**config.mk**
```make
export PLATFORM = sky130hd
export DESIGN_NAME = pe_int_pipe
export DESIGN_NICKNAME = d
export VERILOG_FILES = /design/src/rtl/pe_int_pipe.sv
export SDC_FILE = /design/constraint.sdc
export NUM_CORES = 2
export LEC_CHECK = 0
export BUFFER_PORTS_ARGS = -buffer_cell sky130_fd_sc_hd__buf_2
export CAP_MARGIN = 5
export CORE_MARGIN = 2
export CORE_UTILIZATION = 55
export CTS_CLUSTER_DIAMETER = 100
export DETAILED_ROUTE_END_ITERATION = 7
export PLACE_DENSITY = 0.81
export SETUP_SLACK_MARGIN = 0.5
export SLEW_MARGIN = 20
export SYNTH_ARGS = -nofsm -noshare
export SYNTH_HDL_FRONTEND = slang
export SYNTH_SLANG_ARGS = --single-unit
export TNS_END_PERCENT = 1
```
**constraint.sdc**
```tcl
create_clock -name clk -period 17.3 [get_ports clk]
set_clock_uncertainty 0.1 [all_clocks]
set_input_delay 1.73 -clock clk [delete_from_list [all_inputs] [get_ports clk]]
set_output_delay 1.73 -clock clk [all_outputs]
set_load 0.005 [all_outputs]
```
**src/rtl/pe_int_pipe.sv**
```systemverilog
// Two-stage pipelined integer PE: add/sub/mul/mac/clr/min/max with overflow flag,
// valid/ready on both sides and a persistent accumulator updated in S2.
module pe_int_pipe #(
  parameter int DATA_W = 32,
  parameter bit SIGNED = 1'b1
) (
  input  logic              clk,
  input  logic              rst_n,
  input  logic              in_valid,
  output logic              in_ready,
  input  logic [2:0]        in_op,
  input  logic [DATA_W-1:0] in_a,
  input  logic [DATA_W-1:0] in_b,
  output logic              out_valid,
  input  logic              out_ready,
  output logic [DATA_W-1:0] out_data,
  output logic              out_ovf,
  output logic [DATA_W-1:0] acc_value
);
  localparam int MSB = DATA_W - 1;
  // Flipping the MSB turns a two's-complement compare into an unsigned one.
  localparam logic [DATA_W-1:0] FLIP = SIGNED ? {1'b1, {(DATA_W-1){1'b0}}} : '0;

  typedef enum logic [2:0] {
    OP_ADD, OP_SUB, OP_MUL, OP_MAC, OP_CLR, OP_MIN, OP_MAX, OP_ADDX
  } op_e;

  typedef struct packed {
    op_e               op;
    logic [DATA_W-1:0] a;
    logic [DATA_W-1:0] b;
  } beat_t;

  logic              s1_valid_q, s1_valid_d;
  beat_t             s1_q, s1_d;
  logic              out_valid_q, out_valid_d;
  logic [DATA_W-1:0] out_data_q, out_data_d;
  logic              out_ovf_q, out_ovf_d;
  logic [DATA_W-1:0] acc_q, acc_d;

  logic                s1_ld, s2_ld;
  logic [2*DATA_W-1:0] ext_a, ext_b, prod;
  logic                prod_ovf, lt, res_ovf;
  logic [DATA_W:0]     add_r, sub_r, mac_r;
  logic [DATA_W-1:0]   res, acc_n;

  // Returns {overflow, result}; overflow is signed overflow or carry/borrow out.
  function automatic logic [DATA_W:0] addsub(input logic [DATA_W-1:0] x, input logic [DATA_W-1:0] y,
                                             input logic sub);
    logic [DATA_W:0] r;
    logic            sov;
    r   = sub ? ({1'b0, x} - {1'b0, y}) : ({1'b0, x} + {1'b0, y});
    sov = ((x[MSB] ^ y[MSB]) == sub) && (r[MSB] != x[MSB]);
    return {(SIGNED ? sov : r[DATA_W]), r[MSB:0]};
  endfunction

  always_comb begin
    s2_ld = !out_valid_q || out_ready;
    s1_ld = !s1_valid_q || s2_ld;

    ext_a = {{DATA_W{SIGNED & s1_q.a[MSB]}}, s1_q.a};
    ext_b = {{DATA_W{SIGNED & s1_q.b[MSB]}}, s1_q.b};
    prod  = ext_a * ext_b;
    if (SIGNED) prod_ovf = ~((&prod[2*DATA_W-1:MSB]) | ~(|prod[2*DATA_W-1:MSB]));
    else        prod_ovf = |prod[2*DATA_W-1:DATA_W];

    add_r = addsub(s1_q.a, s1_q.b, 1'b0);
    sub_r = addsub(s1_q.a, s1_q.b, 1'b1);
    mac_r = addsub(acc_q, prod[MSB:0], 1'b0);
    lt    = (s1_q.a ^ FLIP) < (s1_q.b ^ FLIP);

    res     = add_r[MSB:0];
    res_ovf = add_r[DATA_W];
    acc_n   = acc_q;
    case (s1_q.op)
      OP_SUB: begin res = sub_r[MSB:0]; res_ovf = sub_r[DATA_W]; end
      OP_MUL: begin res = prod[MSB:0]; res_ovf = prod_ovf; end
      OP_MAC: begin
        res     = mac_r[MSB:0];
        res_ovf = mac_r[DATA_W] | prod_ovf;
        acc_n   = mac_r[MSB:0];
      end
      OP_CLR: begin res = acc_q; res_ovf = 1'b0; acc_n = '0; end
      OP_MIN: begin res = lt ? s1_q.a : s1_q.b; res_ovf = 1'b0; end
      OP_MAX: begin res = lt ? s1_q.b : s1_q.a; res_ovf = 1'b0; end
      default: ;
    endcase

    s1_valid_d = s1_ld ? in_valid : s1_valid_q;
    s1_d       = s1_q;
    if (s1_ld && in_valid) s1_d = '{op: op_e'(in_op), a: in_a, b: in_b};

    out_valid_d = s2_ld ? s1_valid_q : out_valid_q;
    out_data_d  = out_data_q;
    out_ovf_d   = out_ovf_q;
    acc_d       = acc_q;
    // acc only moves when its beat enters S2, so MAC/CLR effects stay in beat order.
    if (s2_ld && s1_valid_q) begin
      out_data_d = res;
      out_ovf_d  = res_ovf;
      acc_d      = acc_n;
    end
  end

  always_ff @(posedge clk or negedge rst_n) begin
    if (!rst_n) begin
      s1_valid_q  <= 1'b0;
      out_valid_q <= 1'b0;
      out_data_q  <= '0;
      out_ovf_q   <= 1'b0;
      acc_q       <= '0;
    end else begin
      s1_valid_q  <= s1_valid_d;
      out_valid_q <= out_valid_d;
      out_data_q  <= out_data_d;
      out_ovf_q   <= out_ovf_d;
      acc_q       <= acc_d;
    end
  end

  always_ff @(posedge clk) s1_q <= s1_d;

  assign in_ready  = s1_ld;
  assign out_valid = out_valid_q;
  assign out_data  = out_data_q;
  assign out_ovf   = out_ovf_q;
  assign acc_value = acc_q;
endmodule

```
==> impl_metrics.yaml <==
critical_path:
  cp-startpoint: "ext_b[7]$_DFFE_PP_"
  r2r_start: "ext_b[7]$_DFFE_PP_"
  crit_path_end_kind: "flop"
  path_max_fanout: 31
  critPathSlowestCell: "inv_1"
  path_common_cell: "fa_1"
  cp_data_arrival_time_ns: 10.37
  crit_type: "reg2reg"
  required_ns: 17.58
  critical-path-max-stage-delay_ns: 0.73
  start_kind: "flop"
timing:
  rsz0062_at_grt: "no"
  setup_viol: 0
  relSlewSlack: 0.274
  layout_min_cycle_time_ns: 10.09
  tns_ns: 0
  slew_violations: 0
  worst_slew_pin_slew_ns: 1.09
  finalCritPeriodShare: 0.583
  finalHoldViolCount: 0
  fmax_ghz: 0.0992
yosys:
  synthDistinctLibCells: 94
  synth_common_cells: "fa_1, inv_1, nand2_1"
  muxShareOfSynthArea: 0.00207
  yosysWarnings: 0
  synth_area_leaders: "fa_1, ha_1, inv_1"
  syn_nets: 6390
  synth.yosys.seq_area_share: 0.0794
  syn_area_per_cell_um2: 9.38
  synth-xor-area-share: 0.0224
  ys.flop_type: "edfxtp_1"
  synthSimpleGateAreaFrac: 0.160
  synthArstFlopShare: 0.500
  syn_inst: 4956
  synth_area_leader_cell: "fa_1"
  synth-compound-area-share: 0.104
  ys_seq_elements: 134
  synth_top_family_by_area: "adder cells"
  netlist.area_leader.share: 0.467
  syn_area_mm2: 0.0465
  synth_edf_count: 67
  synthAdderAreaFrac: 0.542
  synth_most_common_cell: "fa_1"
cts:
  insertion_delay_ns: 0.47
  postCtsResizedCells: 0
  clockBufferDepth: 2
  cts_buffers: 17
  postCtsHoldBufs: 0
  cts_tree: "built"
  clock_sinks: 134
  cts_max_level: 4
  clk_pin_slew_ns: 0.08
  cts_root_buf: "clkbuf_16"
  post-cts-setup-buffers: 0
routing:
  wl_um: 153000
  vias: 37600
  wire_per_inst_um: 25.3
  drt_iter0_markers: 3531
  drtAntennaViolNets: 0
  post_drt_via_cell_ratio: 6.21
  dr.pass1.iters: 6
  drc: 0
job:
  drv_cap: 0
global_route:
  grt_first_pass_wirelength_um: 240000
  antenna_found_initial: 3
  grt_max_degree: 68
  groute.usage.overall: 0.367
  grt_overflow: 0
  first_global_vias: 40400
floorplan:
  initial_core_util: 0.555
  fp-row-count: 106
  die_area_mm2: 0.0868
  ios: 138
  placeableCoreArea_mm2: 0.0837
  die_w_um: 295
  die_height_um: 295
place:
  gp_congestion: 1.01
  hpwlAfterDp_um: 120000
  io_buffers: 137
  dp.cells: 6018
finish:
  multiInputGateArea_mm2: 0.0386
  fill_cells: 7009
  seq_area_mm2: 0.00369
  area_growth_pct: 4.69
  nets: 6338
  stdcell_count: 6054
  layout-drive-gt1-share: 0.0596
min_path:
  hold_start: "s1_valid_q$_DFFE_PN0N_"
  hp-class: "reg2reg"
status:
  status: "complete, no violations"
==> registers in the layout, indices dropped and copies added, names as in the netlist <==
name,count
acc_value,32
ext_a,32
ext_b,32
out_data,32
out_ovf,1
out_valid,1
s1_q,3
s1_valid_q,1
==> metrics by stage <==
stage	setup slack [ns]	util	instance area, um^2	hold slack, ns
after global routing	6.76	0.581	48700	0.422
after floorplan	8.58	-	46500	0.371
after global placement	7.33	0.574	48100	0.382
final	7.21	0.581	48700	0.411
after detailed placement	7.29	0.574	48100	0.395
after CTS	7.25	0.581	48600	0.411
==> critical path: cells and delay by family (launching register included) <==
kind / cells / cell delay [ns]
adder cells (fa/ha/maj): 9 / 4.72
AND/OR/NAND/NOR: 9 / 2.09
buffers and inverters: 6 / 1.74
AO/OA/AOI/OAI: 5 / 0.97
flip-flops: 1 / 0.34
==> logic make-up after synthesis <==
family          Yosys count
compound gates          713
xor+xnor                119
fa+ha+maj              1363
buf+inv                1103
flops                   134
mux                       9
simple gates           1515
==> final cells by class <==
cell class | count | area share
Tap cell | 1134 | 0.0292
Multi-Input combinational cell | 3719 | 0.794
Clock buffer | 23 | 0.0103
Inverter | 813 | 0.0627
Timing Repair Buffer | 219 | 0.0269
Clock inverter | 9 | 0.00134
Antenna cell | 3 | 0.000154
Sequential cell | 134 | 0.0758
==> layout by cell type, fill, tap and decap left out, types with 28 or more instances in the layout <==
| cell | n |
|---|---|
| inv_1 | 811 |
| nand2_1 | 607 |
| a221oi_1 | 37 |
| a221o_1 | 29 |
| fa_1 | 1085 |
| nor3_1 | 38 |
| a21oi_1 | 192 |
| buf_2 | 137 |
| a21o_1 | 57 |
| xor2_1 | 34 |
| a22o_1 | 28 |
| xnor2_1 | 85 |
| and2_1 | 436 |
| ha_1 | 278 |
| buf_4 | 81 |
| edfxtp_1 | 67 |
| dfrtp_1 | 67 |
| nor2_1 | 211 |
| o21ai_0 | 125 |
| nand3_1 | 36 |
| nand2b_1 | 51 |
==> per-layer routing <==
layer	track usage	part of all wire
met3	0.0639	0.094
met1	0.464	0.36
met2	0.592	0.47
met5	0	0.00014
met4	0.228	0.077
==> path summary, 6_finish.rpt <==
| path | to | slack, ns | cells after the start |
|---|---|---|---|
| worst max-delay path | out_ovf$_DFFE_PN0P_ | 7.21 | 29 |
| worst min-delay path | out_valid$_DFFE_PN0P_ | 0.41 | 1 |
| worst max register to register | out_ovf$_DFFE_PN0P_ | 7.21 | 29 |
| worst min register to register | out_valid$_DFFE_PN0P_ | 0.41 | 1 |
| max in group asynchronous | out_data[18]$_DFFE_PN0P_ | 14.94 | 2 |
| min in group asynchronous | out_data[30]$_DFFE_PN0P_ | 1.41 | 2 |
Power is not shown: default switching activity piles up to over one toggle a cycle in this logic, so the estimate is an artifact.
